File: config.mk
export PLATFORM = sky130hd
export DESIGN_NAME = fetch_pc_unit
export DESIGN_NICKNAME = d
export VERILOG_FILES = /design/src/rtl/legv8_pkg.sv /design/src/rtl/RegisterNbit.sv /design/src/rtl/sat_counter.sv /design/src/rtl/fetch_pc_unit.sv
export SDC_FILE = /design/constraint.sdc
export NUM_CORES = 1
export LEC_CHECK = 0
export ABC_AREA = 1
export BUFFER_PORTS_ARGS = -buffer_cell sky130_fd_sc_hd__buf_4
export CAP_MARGIN = 20
export CORE_UTILIZATION = 49
export DETAILED_ROUTE_END_ITERATION = 8
export HOLD_SLACK_MARGIN = 0.03
export MAX_ROUTING_LAYER = met4
export PLACE_DENSITY = 0.84
export SLEW_MARGIN = 0
export SYNTH_ARGS = -nofsm -noshare
export SYNTH_HDL_FRONTEND = slang
export SYNTH_SLANG_ARGS = --single-unit
File: constraint.sdc
create_clock -name clock -period 5.88 [get_ports clock]
set_input_delay 1.176 -clock clock [delete_from_list [all_inputs] [get_ports clock]]
set_output_delay 1.176 -clock clock [all_outputs]
set_load 0.05 [all_outputs]
File: src/rtl/legv8_pkg.sv
// Shared LEGv8 datapath definitions: PC operation codes, status bit positions
// and small address helpers used by the fetch stage.
package legv8_pkg;

    // PC operation selected by the control word's PS field.
    typedef enum logic [1:0] {
        PS_HOLD = 2'b00,
        PS_INC  = 2'b01,
        PS_REG  = 2'b10,
        PS_REL  = 2'b11
    } ps_e;

    // Bit positions inside the 5-bit status vector.
    localparam int ST_V    = 4;
    localparam int ST_C    = 3;
    localparam int ST_N    = 2;
    localparam int ST_Z    = 1;
    localparam int ST_ZRAW = 0;

    // Instructions are one 32-bit word each.
    localparam logic [63:0] INSN_BYTES = 64'd4;

    // Register-indirect targets are forced onto a word boundary.
    function automatic logic [63:0] align_word(input logic [63:0] addr);
        return addr & ~64'h3;
    endfunction

    // Word offset to byte offset; bits shifted past bit 63 are dropped.
    function automatic logic [63:0] word_to_byte(input logic [63:0] words);
        return words << 2;
    endfunction

endpackage

File: src/rtl/RegisterNbit.sv
// Generic N-bit register with synchronous reset and load enable.
module RegisterNbit #(
    parameter int           N         = 64,
    parameter logic [N-1:0] RESET_VAL = '0
) (
    input  logic         clock,
    input  logic         reset,
    input  logic         load,
    input  logic [N-1:0] d,
    output logic [N-1:0] q
);

    logic [N-1:0] q_q;
    logic [N-1:0] q_d;

    // Hold unless load is asserted.
    always_comb begin
        q_d = q_q;
        if (load) begin
            q_d = d;
        end
    end

    // Reset wins over load.
    always_ff @(posedge clock) begin
        if (reset) begin
            q_q <= RESET_VAL;
        end else begin
            q_q <= q_d;
        end
    end

    assign q = q_q;

endmodule

File: src/rtl/sat_counter.sv
// Saturating up-counter with synchronous clear and count enable.
module sat_counter #(
    parameter int W = 32
) (
    input  logic         clock,
    input  logic         clear,
    input  logic         enable,
    output logic [W-1:0] count
);

    logic [W-1:0] count_q;
    logic [W-1:0] count_d;

    // Increment on enable, but stick at all-ones instead of wrapping.
    always_comb begin
        count_d = count_q;
        if (enable && (count_q != {W{1'b1}})) begin
            count_d = count_q + {{(W-1){1'b0}}, 1'b1};
        end
    end

    // Clear has priority over counting.
    always_ff @(posedge clock) begin
        if (clear) begin
            count_q <= '0;
        end else begin
            count_q <= count_d;
        end
    end

    assign count = count_q;

endmodule

File: src/rtl/fetch_pc_unit.sv
// Fetch stage: program counter, instruction register, status flags and
// debug retire/branch counters feeding the LEGv8 control unit.
import legv8_pkg::*;

module fetch_pc_unit #(
    parameter logic [63:0] RESET_VECTOR = 64'h0,
    parameter int          CNT_W        = 32
) (
    input  logic             clock,
    input  logic             reset,
    input  logic [1:0]       PS,
    input  logic             PCsel,
    input  logic             IL,
    input  logic             SL,
    input  logic [63:0]      constant,
    input  logic [63:0]      reg_a,
    input  logic [3:0]       alu_vcnz,
    output logic [63:0]      imem_addr,
    input  logic [31:0]      imem_data,
    output logic [63:0]      PC,
    output logic [63:0]      pc_plus4,
    output logic [31:0]      I,
    output logic [4:0]       status,
    output logic             pc_fault,
    output logic [CNT_W-1:0] retired,
    output logic [CNT_W-1:0] taken
);

    logic [63:0]        pc_q;
    logic [63:0]        instr_addr_q;
    logic [31:0]        ir_q;
    logic [63:0]        next_pc;
    logic [63:0]        rel_offset;
    logic [ST_V:ST_Z]   flags_q;
    logic [ST_V:ST_Z]   flags_d;
    logic               pc_fault_q;
    logic               pc_fault_d;
    logic               is_taken;
    logic               misaligned;

    // Relative branches are measured from the instruction in I, not from PC,
    // because PC has already moved on by the time the branch is decoded.
    always_comb begin
        rel_offset = 64'd0;
        if (PCsel) begin
            rel_offset = word_to_byte(constant);
        end
    end

    // Next-PC selection by PS.
    always_comb begin
        next_pc = pc_q;
        unique case (ps_e'(PS))
            PS_HOLD: next_pc = pc_q;
            PS_INC:  next_pc = pc_q + INSN_BYTES;
            PS_REG:  next_pc = align_word(reg_a);
            PS_REL:  next_pc = instr_addr_q + rel_offset;
            default: next_pc = pc_q;
        endcase
    end

    // The ROM has a registered read, so it is addressed with the PC that will
    // be current after this edge; its word then arrives together with the PC.
    // During reset it is pinned to the reset vector so the first fetch is valid.
    assign imem_addr = reset ? RESET_VECTOR : next_pc;

    RegisterNbit #(
        .N         (64),
        .RESET_VAL (RESET_VECTOR)
    ) u_pc_reg (
        .clock (clock),
        .reset (reset),
        .load  (1'b1),
        .d     (next_pc),
        .q     (pc_q)
    );

    RegisterNbit #(
        .N         (32),
        .RESET_VAL (32'h0)
    ) u_ir_reg (
        .clock (clock),
        .reset (reset),
        .load  (IL),
        .d     (imem_data),
        .q     (ir_q)
    );

    RegisterNbit #(
        .N         (64),
        .RESET_VAL (64'h0)
    ) u_instr_addr_reg (
        .clock (clock),
        .reset (reset),
        .load  (IL),
        .d     (pc_q),
        .q     (instr_addr_q)
    );

    // Latched flags V,C,N,Z take the ALU flags one bit each when SL is high.
    genvar gi;
    generate
        for (gi = ST_Z; gi <= ST_V; gi++) begin : g_flag
            assign flags_d[gi] = SL ? alu_vcnz[gi-1] : flags_q[gi];
        end
    endgenerate

    // A register-indirect target with low bits set is a software bug; the
    // flag stays up until reset so it can be inspected after the fact.
    assign misaligned = (PS == PS_REG) && (reg_a[1:0] != 2'b00);

    // Sticky fault accumulation.
    always_comb begin
        pc_fault_d = pc_fault_q | misaligned;
    end

    // Status flag and fault registers.
    always_ff @(posedge clock) begin
        if (reset) begin
            flags_q    <= '0;
            pc_fault_q <= 1'b0;
        end else begin
            flags_q    <= flags_d;
            pc_fault_q <= pc_fault_d;
        end
    end

    assign is_taken = (PS == PS_REG) || (PS == PS_REL);

    sat_counter #(
        .W (CNT_W)
    ) u_retired_cnt (
        .clock  (clock),
        .clear  (reset),
        .enable (IL),
        .count  (retired)
    );

    sat_counter #(
        .W (CNT_W)
    ) u_taken_cnt (
        .clock  (clock),
        .clear  (reset),
        .enable (is_taken),
        .count  (taken)
    );

    assign PC       = pc_q;
    assign I        = ir_q;
    assign pc_plus4 = instr_addr_q + INSN_BYTES;
    assign pc_fault = pc_fault_q;

    // Live Z bypasses the latch so CBZ/CBNZ can use this cycle's ALU result.
    assign status[ST_V:ST_Z] = flags_q;
    assign status[ST_ZRAW]   = alu_vcnz[0];

endmodule

==> impl_results.html <==
<table>
<tr><th>Metric</th><th>Value</th></tr>
<tr><th colspan="2">Power</th></tr>
<tr><td>Share of total power in combinational logic</td><td>0.295</td></tr>
<tr><td>Sw Ratio</td><td>0.387</td></tr>
<tr><td>Reported leakage power</td><td>about 12 nW</td></tr>
<tr><td>Clock power frac</td><td>0.342</td></tr>
<tr><td>Power dissipated by switching net loads</td><td>~1.9 mW</td></tr>
<tr><td>Power Density</td><td>200 nW/um2</td></tr>
<tr><td>Worst supply voltage drop on vdd</td><td>between 200 and 250 uV</td></tr>
<tr><td>Share of total power in sequential cells</td><td>0.363</td></tr>
<tr><td>Internal Dissipation</td><td>3.05 mW</td></tr>
<tr><th colspan="2">Timing</th></tr>
<tr><td>Total setup violations reported at the end of the flow</td><td>0</td></tr>
<tr><td>Final Hold Viols</td><td>0</td></tr>
<tr><td>Final min period</td><td>~5600 ps</td></tr>
<tr><td>Peak clock frequency supported by timing</td><td>between 0.15 and 0.2 GHz</td></tr>
<tr><td>Slew headroom</td><td>0.353</td></tr>
<tr><td>Slew at the pin closest to its max-slew limit</td><td>962 ps</td></tr>
<tr><td>Period utilization</td><td>0.951</td></tr>
<tr><td>Total negative slack for setup checks</td><td>0 ps</td></tr>
<tr><td>Setup repair after global routing missed its margin</td><td>false</td></tr>
<tr><td>Post-route clock skew</td><td>approximately 19 ps</td></tr>
<tr><td>Final number of max-transition violations</td><td>0</td></tr>
<tr><th colspan="2">Route</th></tr>
<tr><td>Sum of met3 wire segment lengths after detailed routing</td><td>roughly 11,000 um</td></tr>
<tr><td>Highest metal layer used by the detailed router</td><td>met4</td></tr>
<tr><td>Number of DRC violations after detailed-routing iteration 0</td><td>3,263</td></tr>
<tr><td>Routed met2 length</td><td>40,000 um</td></tr>
<tr><td>Met1 wire length</td><td>roughly 38,000 um</td></tr>
<tr><td>Total number of vias</td><td>between 20,000 and 30,000</td></tr>
<tr><td>Detailed-route vias per instance</td><td>5.65</td></tr>
<tr><td>Antenna-violating nets left</td><td>0</td></tr>
<tr><td>Drc violations</td><td>0</td></tr>
<tr><td>Drt total wl</td><td>95,600 um</td></tr>
<tr><td>Number of detailed-routing iterations run before antenna repair</td><td>7</td></tr>
<tr><td>Mean routed wirelength per cell</td><td>~21 um</td></tr>
<tr><th colspan="2">Clocking</th></tr>
<tr><td>Clock transition at path regs</td><td>60 ps</td></tr>
<tr><td>Cts repair resizes</td><td>0</td></tr>
<tr><td>Post-CTS Setup Bufs</td><td>0</td></tr>
<tr><td>Number of buffers created by CTS</td><td>26</td></tr>
<tr><td>Clk Tree Root Cell</td><td>sky130_fd_sc_hd__clkbuf_16</td></tr>
<tr><td># clock sinks</td><td>229</td></tr>
<tr><td>H-tree depth</td><td>1</td></tr>
<tr><td>Clock tree from TritonCTS</td><td>yes</td></tr>
<tr><td>Hold-fix buffers, CTS</td><td>0</td></tr>
<tr><td>Worst-Skew Late Latency</td><td>560 ps</td></tr>
<tr><td>Deepest clock path buffer count</td><td>3</td></tr>
<tr><th colspan="2">Setup path</th></tr>
<tr><td>Type of the worst setup path</td><td>input pin to primary output</td></tr>
<tr><td>Slowest Stage Delay on Critical Path</td><td>420 ps</td></tr>
<tr><td>Critical path arrival</td><td>4410 ps</td></tr>
<tr><td>Most common cell type on the critical path</td><td>sky130_fd_sc_hd__nand2_1</td></tr>
<tr><td>Ordered cell list for the critical path</td><td>buf_4 -&gt; buf_4 -&gt; nand2_1 -&gt; inv_1 -&gt; ha_1 -&gt; nand2_1 -&gt; nor2_1 -&gt; nand2_1 -&gt; inv_1 -&gt; nand2_1 -&gt; nor2_1 -&gt; nand2_1 -&gt; nand4_1 -&gt; nand3_1 -&gt; a21oi_1 -&gt; buf_4</td></tr>
<tr><td>Crit-path slowest cell</td><td>sky130_fd_sc_hd__a21oi_1</td></tr>
<tr><td>Worst endpoint required time</td><td>between 4000 and 5000 ps</td></tr>
<tr><td>Kind of capture point of the worst setup path</td><td>primary output</td></tr>
<tr><td>Startpoint types</td><td>input pin</td></tr>
<tr><td>Critical Path Fanout Max</td><td>49</td></tr>
<tr><th colspan="2">GRT</th></tr>
<tr><td>Initial antenna violation count</td><td>6</td></tr>
<tr><td>Number of global-route vias before repair</td><td>22,600</td></tr>
<tr><td>First-pass GRT wire length</td><td>140,000 um</td></tr>
<tr><td>Overflow left after global routing</td><td>0</td></tr>
<tr><td>Maximum number of pins on one net before global-route repair</td><td>101</td></tr>
<tr><td>Overall Global Routing Usage</td><td>0.458</td></tr>
<tr><th colspan="2">Floorplan</th></tr>
<tr><td>Initial Util</td><td>0.500</td></tr>
<tr><td>Number of I/O pins</td><td>465</td></tr>
<tr><td>Height of the die</td><td>204 um</td></tr>
<tr><td>Die width</td><td>204 um</td></tr>
<tr><td>Row count</td><td>73</td></tr>
<tr><td>Die ar.</td><td>41,700 um2</td></tr>
<tr><td>Core area</td><td>40,000 um2</td></tr>
<tr><th colspan="2">Final layout</th></tr>
<tr><td>Most frequent standard cell in the layout excluding fill and tap cells</td><td>sky130_fd_sc_hd__nand2_1</td></tr>
<tr><td>Count of fill cells added during filler insertion</td><td>about 4,000</td></tr>
<tr><td># nets final</td><td>4,172</td></tr>
<tr><td>P&amp;R area growth vs syn</td><td>23.9%</td></tr>
<tr><td>Most frequent cells in the layout</td><td>sky130_fd_sc_hd__nand2_1 (1,044), sky130_fd_sc_hd__inv_1 (574), sky130_fd_sc_hd__buf_4 (485)</td></tr>
<tr><td>Ratio of cells with drive above 1 in the final layout</td><td>0.159</td></tr>
<tr><td>Final std cells w/o fill</td><td>4,486</td></tr>
<tr><th colspan="2">Placed design</th></tr>
<tr><td>Post-DP HPWL</td><td>78,400 um</td></tr>
<tr><td>Number of input and output port buffers inserted</td><td>between 400 and 500</td></tr>
<tr><td>Last weighted congestion value of the routability-driven placer</td><td>1.07</td></tr>
<tr><td>Placed Cells incl. Taps</td><td>4,432</td></tr>
<tr><th colspan="2">Yosys</th></tr>
<tr><td>Post-synthesis net count</td><td>3,758</td></tr>
<tr><td>Top post-synthesis cells by area</td><td>sky130_fd_sc_hd__dfxtp_1 (23%), sky130_fd_sc_hd__nand2_1 (20%), sky130_fd_sc_hd__inv_1 (11%)</td></tr>
<tr><td>Portion of synthesized cell area occupied by the leading cell type</td><td>0.229</td></tr>
<tr><td>Count of distinct cell types in the synthesized netlist</td><td>50</td></tr>
<tr><td>Synthesis Warnings</td><td>0</td></tr>
<tr><td>Register bit total from synthesis</td><td>229</td></tr>
<tr><td>Avg Inst Size Synth</td><td>approximately 5.7 um2</td></tr>
<tr><td>Part of the Yosys area used for sequential elements</td><td>0.229</td></tr>
<tr><td>Most area-hungry cell type in the Yosys netlist</td><td>sky130_fd_sc_hd__dfxtp_1</td></tr>
<tr><td>Post-synth design cell area</td><td>between 20,000 and 25,000 um2</td></tr>
<tr><td>Cells after synthesis</td><td>3,521</td></tr>
<tr><th colspan="2">Run status</th></tr>
<tr><td>Outcome</td><td>complete, no violations</td></tr>
<tr><th colspan="2">Job</th></tr>
<tr><td>Max cap viols</td><td>0</td></tr>
<tr><th colspan="2">Min path</th></tr>
<tr><td>Path category of the worst min-delay check</td><td>flop to flop</td></tr>
</table>
[registers in the layout, indices dropped and copies added, names as in the netlist]
register	flops
u_instr_addr_reg.q	64
u_pc_reg.q	64
u_ir_reg.q	32
u_retired_cnt.count	32
u_taken_cnt.count	32
flags_q	4
pc_fault	1
[cell usage after synthesis, drive strengths merged]
cell / n
nand2: 1048
inv: 591
nor2: 386
o21ai: 255
dfxtp: 229
nand3: 223
a21oi: 200
nor3: 101
nand4: 87
xor2: 80
clkbuf: 77
ha: 65
xnor2: 27
buf: 23
nor4: 23
o21bai: 23
a31oi: 18
or2: 17
nand3b: 13
nor3b: 6
and2: 5
and3: 5
o211ai: 4
a221oi: 3
a211oi: 2
a21boi: 2
a2bb2oi: 1
a32oi: 1
a41oi: 1
fa: 1
o2111ai: 1
o211a: 1
o221ai: 1
o31ai: 1
[cell families (layout without fill, tap and decap cells)]
logic type                 after synthesis  in the layout  synth area share
and+or+nand+nor                       1914           1914             0.414
buffers and inverters                  691           1125             0.133
AOI/OAI and AO/OA                      514            514             0.136
DFF                                    229            229             0.229
xor gates and xnor gates               107            107            0.0468
adders and majority gates               66             66            0.0416
other                                    0              6                 0
[critical path, delay by kind of cell]
family	cells	cell delay [ps]
buffers and inverters	5	1130
AOI/OAI and AO/OA	1	420
adders and majority gates	1	310
and+or+nand+nor	9	1320
[power groups by stage]
stage                     clock network, mW  registers, mW  logic (mW)
after global routing                   1.76           1.80        1.54
after CTS                              1.70           1.79        1.44
after detailed placement                  0           1.82        1.43
after floorplan                           0           1.93       0.742
after global placement                    0           1.82        1.43
final                                  1.70           1.80        1.46
[worst paths after layout]
check | cells past startpoint | slack, ps | to | from
worst max-delay path | 16 | 290 | imem_addr[50] | PCsel
worst max register to register | 13 | 2730 | u_pc_reg.q[50] | u_pc_reg.q[2]
worst min register to register | 2 | 460 | pc_fault | pc_fault
worst min-delay path | 2 | 460 | pc_fault | pc_fault
[metrics by stage]
stage | util | setup WS [ps] | instance area (um2) | power, mW | hold slack (ps)
final | 0.620 | 290 | 24800 | 4.97 | 458
after global routing | 0.620 | 48.1 | 24800 | 5.11 | 474
after CTS | 0.620 | 403 | 24800 | 4.93 | 454
after detailed placement | 0.598 | 428 | 23900 | 3.26 | 444
after global placement | 0.598 | 470 | 23900 | 3.25 | 440
after floorplan | - | 672 | 20000 | 2.67 | 487
[area by class of cell]
class | count | area [um2] | share of cell area
Sequential cell | 229 | 4580 | 0.185
Clock buffer | 38 | 787 | 0.0317
Inverter | 591 | 2220 | 0.0895
Timing Repair Buffer | 486 | 3660 | 0.148
Antenna cell | 6 | 15.0 | 0.000605
Clock inverter | 10 | 98.8 | 0.00398
Multi-Input combinational cell | 2601 | 12800 | 0.515
Tap cell | 525 | 657 | 0.0265
[routing by layer]
layer,vias to the layer above,global-route usage
li1,12000,-
met1,11400,0.582
met2,1599,0.678
met3,299,0.0958
met4,0,0.244
met5,-,-
Note: power is estimated with default switching activity, not from simulation.
